===== src/rtl/i2c_pkg.sv =====
// rtl/i2c_pkg.sv - shared types for the I2C configuration sequencer
// Purpose: ROM entry opcodes, packed entry layout and sequencer FSM states.
// Ports: none (package).
package i2c_pkg;

  typedef enum logic [7:0] {
    OP_WRITE = 8'h00,
    OP_DELAY = 8'h01,
    OP_END   = 8'hFF
  } i2c_op_e;

  // [31:24] op, [23] ignored (top bit of a DELAY tick count), [22:16] dev,
  // [15:8] register, [7:0] data.
  typedef struct packed {
    logic [7:0] op;
    logic       rsvd;
    logic [6:0] dev;
    logic [7:0] regaddr;
    logic [7:0] data;
  } i2c_entry_t;

  typedef enum logic [3:0] {
    S_IDLE,
    S_FETCH,
    S_WAIT_ROM,
    S_DECODE,
    S_ISSUE,
    S_WAIT_RSP,
    S_WAIT_DLY,
    S_NEXT,
    S_FIN,
    S_ERR
  } seq_state_e;

endpackage


===== src/rtl/i2c_delay_timer.sv =====
// rtl/i2c_delay_timer.sv - tick-scaled down-counter for DELAY entries
// Purpose: on load, arms ticks*DELAY_UNIT cycles; expired pulses during the
//          last counted cycle so the caller leaves its wait state exactly then.
// Ports: clk, rst (sync, active-high), load, ticks[23:0], count (enable),
//        expired (combinational pulse).
module i2c_delay_timer #(
  parameter int DELAY_UNIT = 1000
) (
  input  logic        clk,
  input  logic        rst,
  input  logic        load,
  input  logic [23:0] ticks,
  input  logic        count,
  output logic        expired
);

  // Wide enough for the largest tick count times the unit, so no saturation.
  localparam int CW = 24 + $clog2(DELAY_UNIT);

  logic [CW-1:0] cnt;

  always_ff @(posedge clk) begin
    if (rst) begin
      cnt <= '0;
    end else if (load) begin
      cnt <= CW'(ticks) * CW'(DELAY_UNIT);
    end else if (count && cnt != '0) begin
      cnt <= cnt - 1'b1;
    end
  end

  assign expired = count && (cnt == CW'(1));

endmodule


===== src/rtl/i2c_cfg_sequencer.sv =====
// rtl/i2c_cfg_sequencer.sv - walks the config ROM and drives I2C register writes
// Purpose: on start, reads ROM entries from 0, issues WRITE entries to the byte
//          master (retrying NACKs up to MAX_RETRY), waits on DELAY entries and
//          stops at END, at the last entry, or with an error.
// Ports: clk, rst (sync, active-high), start, busy, done, error, err_index,
//        rom_addr, rom_data, cmd_valid/cmd_ready, cmd_dev, cmd_reg, cmd_data,
//        rsp_valid, rsp_nack.
module i2c_cfg_sequencer
  import i2c_pkg::*;
#(
  parameter int LINES      = 16,
  parameter int DW         = 32,
  parameter int DELAY_UNIT = 1000,
  parameter int MAX_RETRY  = 3
) (
  input  logic                     clk,
  input  logic                     rst,
  input  logic                     start,
  output logic                     busy,
  output logic                     done,
  output logic                     error,
  output logic [$clog2(LINES)-1:0] err_index,
  output logic [$clog2(LINES)-1:0] rom_addr,
  input  logic [DW-1:0]            rom_data,
  output logic                     cmd_valid,
  input  logic                     cmd_ready,
  output logic [6:0]               cmd_dev,
  output logic [7:0]               cmd_reg,
  output logic [7:0]               cmd_data,
  input  logic                     rsp_valid,
  input  logic                     rsp_nack
);

  localparam int AW = $clog2(LINES);
  // One spare code keeps the counter at least 1 bit wide when MAX_RETRY is 0.
  localparam int RW = $clog2(MAX_RETRY + 2);

  if (DW != 32) begin : g_dw_check
    $error("i2c_cfg_sequencer: DW must be 32");
  end

  seq_state_e    state;
  i2c_entry_t    entry;
  logic [RW-1:0] retries;
  logic [23:0]   ticks;
  logic          dly_load;
  logic          dly_expired;

  assign ticks    = entry[23:0];
  assign dly_load = (state == S_DECODE) && (entry.op == OP_DELAY) && (ticks != 24'd0);

  i2c_delay_timer #(
    .DELAY_UNIT(DELAY_UNIT)
  ) u_delay (
    .clk    (clk),
    .rst    (rst),
    .load   (dly_load),
    .ticks  (ticks),
    .count  (state == S_WAIT_DLY),
    .expired(dly_expired)
  );

  always_ff @(posedge clk) begin
    if (rst) begin
      state     <= S_IDLE;
      entry     <= '0;
      retries   <= '0;
      busy      <= 1'b0;
      done      <= 1'b0;
      error     <= 1'b0;
      err_index <= '0;
      rom_addr  <= '0;
      cmd_valid <= 1'b0;
      cmd_dev   <= '0;
      cmd_reg   <= '0;
      cmd_data  <= '0;
    end else begin
      case (state)
        S_IDLE: begin
          if (start) begin
            rom_addr <= '0;
            done     <= 1'b0;
            error    <= 1'b0;
            busy     <= 1'b1;
            retries  <= '0;
            state    <= S_FETCH;
          end
        end
        S_FETCH: state <= S_WAIT_ROM;
        S_WAIT_ROM: begin
          entry <= i2c_entry_t'(rom_data);
          state <= S_DECODE;
        end
        S_DECODE: begin
          case (entry.op)
            OP_WRITE: begin
              cmd_dev   <= entry.dev;
              cmd_reg   <= entry.regaddr;
              cmd_data  <= entry.data;
              cmd_valid <= 1'b1;
              state     <= S_ISSUE;
            end
            OP_DELAY: state <= (ticks == 24'd0) ? S_NEXT : S_WAIT_DLY;
            OP_END:   state <= S_FIN;
            default: begin
              err_index <= rom_addr;
              state     <= S_ERR;
            end
          endcase
        end
        // Responses are not looked at here, so one arriving with the
        // handshake is dropped.
        S_ISSUE: begin
          if (cmd_ready) begin
            cmd_valid <= 1'b0;
            state     <= S_WAIT_RSP;
          end
        end
        S_WAIT_RSP: begin
          if (rsp_valid) begin
            if (!rsp_nack) begin
              retries <= '0;
              state   <= S_NEXT;
            end else if (retries < RW'(MAX_RETRY)) begin
              retries   <= retries + 1'b1;
              cmd_valid <= 1'b1;
              state     <= S_ISSUE;
            end else begin
              err_index <= rom_addr;
              state     <= S_ERR;
            end
          end
        end
        S_WAIT_DLY: begin
          if (dly_expired) state <= S_NEXT;
        end
        S_NEXT: begin
          if (rom_addr == AW'(LINES - 1)) begin
            state <= S_FIN;
          end else begin
            rom_addr <= rom_addr + 1'b1;
            state    <= S_FETCH;
          end
        end
        S_FIN: begin
          done  <= 1'b1;
          busy  <= 1'b0;
          state <= S_IDLE;
        end
        S_ERR: begin
          error   <= 1'b1;
          busy    <= 1'b0;
          retries <= '0;
          state   <= S_IDLE;
        end
        default: state <= S_IDLE;
      endcase
    end
  end

endmodule


===== config.mk =====
export PLATFORM = sky130hd
export DESIGN_NAME = i2c_cfg_sequencer
export DESIGN_NICKNAME = d
export VERILOG_FILES = /design/src/rtl/i2c_pkg.sv /design/src/rtl/i2c_delay_timer.sv /design/src/rtl/i2c_cfg_sequencer.sv
export SDC_FILE = /design/constraint.sdc
export NUM_CORES = 1
export LEC_CHECK = 0
export ABC_AREA = 1
export CELL_PAD_IN_SITES_DETAIL_PLACEMENT = 1
export CELL_PAD_IN_SITES_GLOBAL_PLACEMENT = 1
export CORE_MARGIN = 4
export CORE_UTILIZATION = 44
export CTS_CLUSTER_DIAMETER = 100
export DETAILED_ROUTE_END_ITERATION = 12
export PLACE_DENSITY_LB_ADDON = 0.1
export SLEW_MARGIN = 25
export SYNTH_ARGS = -nofsm -noshare
export SYNTH_HDL_FRONTEND = slang
export SYNTH_SLANG_ARGS = --single-unit

===== constraint.sdc =====
create_clock -name clk -period 5.5 [get_ports clk]
set_clock_uncertainty 0.05 [all_clocks]
set_input_delay 1.1 -clock clk [delete_from_list [all_inputs] [get_ports clk]]
set_output_delay 1.1 -clock clk [all_outputs]
set_load 0.1 [all_outputs]

# Yosys cells after proc, flatten, opt, wreduce, memory -nomap -nowiden
# Cells that the tools add are included.
[totals] register_bits=108 output_inout_bits=35 wordCells=112
[classes] add_sub_neg=3 mul=1 order_cmp=1 eq_ne=24 n_mux=36 reduce_logical=29
[ops] cell="34-bit 2-to-1 mux" count=2
[ops] cell="4-bit 2-to-1 mux" count=13
[ops] cell="34-bit by 1-bit == test with 1-bit output, second input constant" count=1
[ops] cell="34-bit nonzero test" count=1
[ops] cell="34-bit by 1-bit subtractor with 34-bit output, second input constant" count=1
[ops] cell="4-bit case mux with 8 select lines" count=1
[ops] cell="24-bit by 7-bit multiplier with 31-bit output, second input constant" count=1
[ops] cell="24-bit zero test" count=1
[ops] cell="24-bit nonzero test" count=1
[ops] cell="2-bit inequality test, second input constant" count=9
[ops] cell="4-bit by 3-bit == test with 1-bit output, second input constant" count=4
[ops] cell="4-bit case mux with 2 select lines" count=2
[ops] cell="4-bit == test, second input constant" count=3
[ops] cell="3-bit 2-to-1 mux" count=4
[ops] cell="4-bit case mux with 3 select lines" count=1
[ops] cell="2-bit nonzero test" count=6
[ops] cell="3-bit case mux with 3 select lines" count=1
[ops] cell="4-bit by 2-bit == test with 1-bit output, second input constant" count=2
[ops] cell="8-bit by 1-bit == test with 1-bit output, second input constant" count=1
[ops] cell="8-bit == test, second input constant" count=1
[ops] cell="8-bit zero test" count=1
[ops] cell="1-bit 2-to-1 mux" count=8
[ops] cell="2-bit AND reduction" count=4
[ops] cell="4-bit AND reduction" count=2
[ops] cell="other kinds (16)" count=23

# Depth between registers and ports, before layout
[logic_depth] ltp_word=5 ltp_mapped=23

# Hierarchy
# A second synthesis with hierarchy kept.
[unflattened] cells_unflattened=1542 area_unflattened_um2=10412.5
[by_module_without_submodules] mod="i2c_delay_timer" instances=1 cells_each=1099 area_each_um2=7289.5 seq_area_each_um2=680.7
[by_module_without_submodules] mod="i2c_cfg_sequencer" instances=1 cells_each=443 area_each_um2=3123.0 seq_area_each_um2=1481.4

# Worst setup path after synthesis
# Ideal clock, no wire load.
[synth_timing] path_kind="register -> register" startpoint="register entry[16] in the netlist's numbering" endpoint="register u_delay.cnt[25]" setup_time_ns=0.109 arrival_time_ns=3.838 required_time_ns=5.341 path_slack_ns=1.503 stages_incl_launch_ff=21 n_path_buf=0 synth_period_minus_slack_ns=3.997 path_cell_list="dfxtp_1 inv_1 fa_1 fa_1 inv_1 fa_1 inv_1 fa_1 inv_1 ha_1 nand2_1 nor2_1 inv_1 nor2_1 nand3b_1 nand3_1 nand2_1 nand3_1 nand3_1 nand2_1 inv_1"
[synth_between] elab_chain_len=3 elab_cells_between_ends=5 cone_classes="1 x mul; 1 x mux; 3 x reduce/logical"
[synth_lines] item="start, declared" line="i2c_cfg_sequencer.sv:43" source="i2c_entry_t entry;"
[synth_lines] item="start signal, assigned" line="i2c_cfg_sequencer.sv:91" source="entry <= i2c_entry_t'(rom_data);"
[synth_lines] item="parallel branches: the longest is 3 deep, another holds 24-bit by 7-bit multiplier with 31-bit output"
[synth_lines] item="end signal, assigned" line="i2c_delay_timer.sv:26" source="cnt <= CW'(ticks) * CW'(DELAY_UNIT);"
[synth_lines] item="end signal, assigned" line="i2c_delay_timer.sv:28" source="cnt <= cnt - 1'b1;"
[synth_lines] item="end, declared" line="i2c_delay_timer.sv:20" source="logic [CW-1:0] cnt;"
# Several ways; the timed one is not identified.
# A chain may end at the register's enable or synchronous reset.

# Worst setup path after layout
[layout_timing] startpoint="register entry[15] in the netlist's numbering" endpoint="register u_delay.cnt[25]"
# Same word-level chain as after synthesis.

==> results by group <==
Min path
  – WHS Endpoint: done
  – Hold Startpoint: done
  – Worst Hold Path Cells: 2
  – Worst hold path class: flop to flop

Detailed routing
  – WL/cell: 16.4 um
  – # DRC: 0
  – Pre-antenna DRT Iters: 5
  – Via count: 9,183
  – DRT iter0 DRCs: 400
  – Vias per inst: 5.14
  – Detailed Route WL: 29,400 um
  – Final ANT Viol Nets: 0

Layout
  – # fillers: 2,934
  – Largest registers: u_delay.cnt x34, entry x32
  – Top reg by flops: u_delay.cnt
  – Proportion of layout cells with a drive suffix above 1: 0.0353
  – Finished Cell Area: 11,400 um2
  – Area Growth Syn to Fin: 12.6%
  – Final-stage net count: 1,706
  – # diodes: 0
  – Max reg flops: 34

Clocking
  – CTS root buffer: clkbuf_16
  – # resized after CTS: 0
  – Clk sinks: 108
  – Skew-Pair Late Insertion Delay: 0.37 ns
  – Post-CTS Setup Inserts: 0
  – H-tree depth: 3
  – Post-CTS Hold Buffers: 0
  – CTS buffer count: 9
  – Clock Tree Buf Depth: 2
  – CTS tree: done
  – Clock transition at the registers of the reported paths: 0.09 ns

Setup path
  – Critical path, cell by cell: inv_1 > fa_1 > fa_1 > inv_1 > fa_1 > inv_1 > fa_1 > inv_1 > ha_1 > nand2_1 > nor2_1 > inv_1 > nor2_1 > nand3b_1 > nand3_1 > nand2_1 > nand3_1 > nand3_1 > nand2_1 > inv_1
  – Cell family with most CP delay: adder cells
  – Worst Path Buf+Inv: 6
  – R2R setup slack: 0.80 ns
  – R2r startpoint: entry[15]
  – Crit path DAT: 4.92 ns
  – Stages on worst setup path: 20
  – CP max-delay cell: fa_1
  – R2r endpoint: u_delay.cnt[25]
  – CP Launch Type: flop
  – R2R depth: 20
  – Worst EP required: 5.72 ns
  – Crit-path max FO: 7
  – CP endpoint kind: flop
  – Most used cell, CP: inv_1
  – Crit path kind: flop to flop
  – Max incr delay on CP: 0.52 ns

Die
  – I/O Pins: 73
  – Core ar.: 22,600 um2
  – Die Wd: 160 um
  – Die area: 25,500 um2
  – Initial core utilization: 0.448
  – # rows: 55
  – Die Y: 160 um

Synth
  – Count of different cell masters after synthesis: 40
  – Syn nets: 1,648
  – Seq cells post-synth: 108
  – Mean Syn Cell Area: 7.04 um2
  – Register area share after synthesis: 0.213
  – Yosys synthesis warning count: 0
  – Post-Syn Area: 10,100 um2
  – Post-synthesis cell count: 1,439

Placement
  – IO Port Bufs: 72
  – DP HPWL: 23,800 um
  – Post-placement cell area: 11,100 um2
  – Gpl congestion: 0.867

STA
  – Slew Limit Headroom: 0.333
  – Max-slew violations: 0
  – Final Hold Vio Count: 0
  – Tmin final: 4.70 ns
  – Fmax: 213 MHz
  – Final count of negative-setup-slack endpoints: 0
  – Setup total negative slack: 0 ns
  – Actual slew at the worst max-slew pin: 0.997 ns
  – Final period util: 0.855
  – RSZ-0062 raised after global routing: false

Run
  – MaxCap Viol Count: 0

Global routing
  – Grt total ovfl: 0
  – Tot GR Track Use: 0.238
  – Largest net degree at the start of global routing: 57
  – First-pass GRT wire length: 49,600 um
  – Antenna violations before repair: 0
  – Vias in the first global route: 9,761

Power and ir drop
  – Power Density: 262 nW/um2
  – LEAKAGE: 5.69 nW
  – Design Power: 0.00299 W
  – Peak supply drop: 167 uV

Outcome
  – Run status: completed
[power breakdown]
group	total, W	switching [W]	internal (W)	leakage [nW]
registers	0.000859	0.0000400	0.000819	0.874
clock network	0.000733	0.000365	0.000368	0.156
logic	0.00139	0.000896	0.000498	4.66
[metrics by stage]
| stage | setup slack (ns) | hold slack, ns | cells | utilization |
|---|---|---|---|---|
| final | 0.799 | 0.426 | 1787 | 0.504 |
| after global routing | 0.494 | 0.459 | 1787 | 0.504 |
| after CTS | 0.777 | 0.426 | 1787 | 0.504 |
| after detailed placement | 0.817 | 0.414 | 1771 | 0.490 |
| after global placement | 0.830 | 0.386 | 1771 | 0.490 |
| after floorplan | 1.50 | 0.373 | 1439 | - |
[area by class of cell]
cell class	instances	area, um2	share of cell area
Sequential cell	108	2160	0.189
Inverter	282	1060	0.0932
Clock buffer	9	225	0.0197
Timing Repair Buffer	76	746	0.0653
Multi-Input combinational cell	1020	6770	0.593
Clock inverter	7	90.1	0.00789
Tap cell	285	357	0.0312
[kinds of logic (layout without fill, tap and decap cells)]
family | count (synthesis) | after routing | share of synthesized area
simple gates | 637 | 637 | 0.268
fa+ha+maj | 171 | 171 | 0.275
buf+inv | 311 | 374 | 0.118
xor+xnor | 28 | 28 | 0.0242
flops | 108 | 108 | 0.213
compound gates | 184 | 184 | 0.101
[cell usage after synthesis]
cell / n / area share
and2_1: 2 / 0.0012
xor2_1: 23 / 0.020
buf_2: 6 / 0.0030
xnor2_1: 5 / 0.0043
fa_1: 86 / 0.17
inv_1: 278 / 0.10
nand3b_1: 8 / 0.0059
buf_4: 1 / 0.00074
nor2_8: 2 / 0.0040
or2_2: 13 / 0.0080
nor2_4: 1 / 0.0011
nand2_4: 4 / 0.0044
o2111ai_1: 2 / 0.0017
o211ai_1: 1 / 0.00074
dfxtp_1: 108 / 0.21
buf_1: 3 / 0.0011
a21oi_1: 81 / 0.040
buf_6: 2 / 0.0022
a31oi_1: 8 / 0.0049
nand3_1: 87 / 0.043
clkbuf_2: 1 / 0.00049
a21boi_2: 1 / 0.0011
a21o_1: 1 / 0.00074
inv_2: 2 / 0.00074
a211oi_1: 27 / 0.020
o21ai_1: 1 / 0.00049
nand2_1: 334 / 0.12
nor2_1: 151 / 0.056
nand2_2: 2 / 0.0012
nor3b_1: 1 / 0.00074
o21ai_0: 58 / 0.029
o21bai_1: 4 / 0.0030
ha_1: 85 / 0.10
inv_6: 1 / 0.00086
nor3_1: 9 / 0.0044
nor4_1: 1 / 0.00062
clkbuf_1: 16 / 0.0059
nor2_2: 5 / 0.0031
nand4_1: 17 / 0.010
clkinv_1: 1 / 0.00037
[worst min-delay path: stages (launching register included)]
cell	delay [ns]
dfxtp_1	0.32
nand2_1	0.06
a21oi_1	0.05
[layout by cell type (no fill, tap or decap), types with 2 or more instances in the layout]
master / count
nand2_4: 4
nor3_1: 9
nor2_2: 5
nor2_1: 151
nand2_2: 2
a31oi_1: 8
and2_1: 2
nand2_1: 334
nand3_1: 87
inv_2: 3
dfxtp_1: 108
buf_4: 4
a21oi_1: 81
inv_6: 2
o2111ai_1: 2
nor2_8: 2
clkinv_4: 2
or2_2: 13
clkbuf_16: 9
o21bai_1: 4
inv_8: 3
o21ai_0: 58
nand3b_1: 8
xnor2_1: 5
xor2_1: 23
a211oi_1: 27
nand4_1: 17
inv_1: 277
fa_1: 86
ha_1: 85
clkdlybuf4s50_1: 71
[metal layers]
layer | share of wire | up-vias | global-route usage
li1 | - | 4591 | -
met3 | 0.023 | 28 | 0.0253
met5 | 0 | - | 0
met1 | 0.48 | 4456 | 0.317
met4 | 0.016 | 0 | 0.0533
met2 | 0.48 | 108 | 0.419
[worst max-delay path by stage]
stage                                  to  slack, ns      start
after floorplan           u_delay.cnt[25]       1.50  entry[16]
after detailed placement  u_delay.cnt[25]       0.82  entry[15]
after global placement    u_delay.cnt[25]       0.83  entry[15]
after global routing      u_delay.cnt[25]       0.49  entry[14]
after CTS                 u_delay.cnt[25]       0.78  entry[15]
final                     u_delay.cnt[25]       0.80  entry[15]
Note: power is estimated with default switching activity, not from simulation.
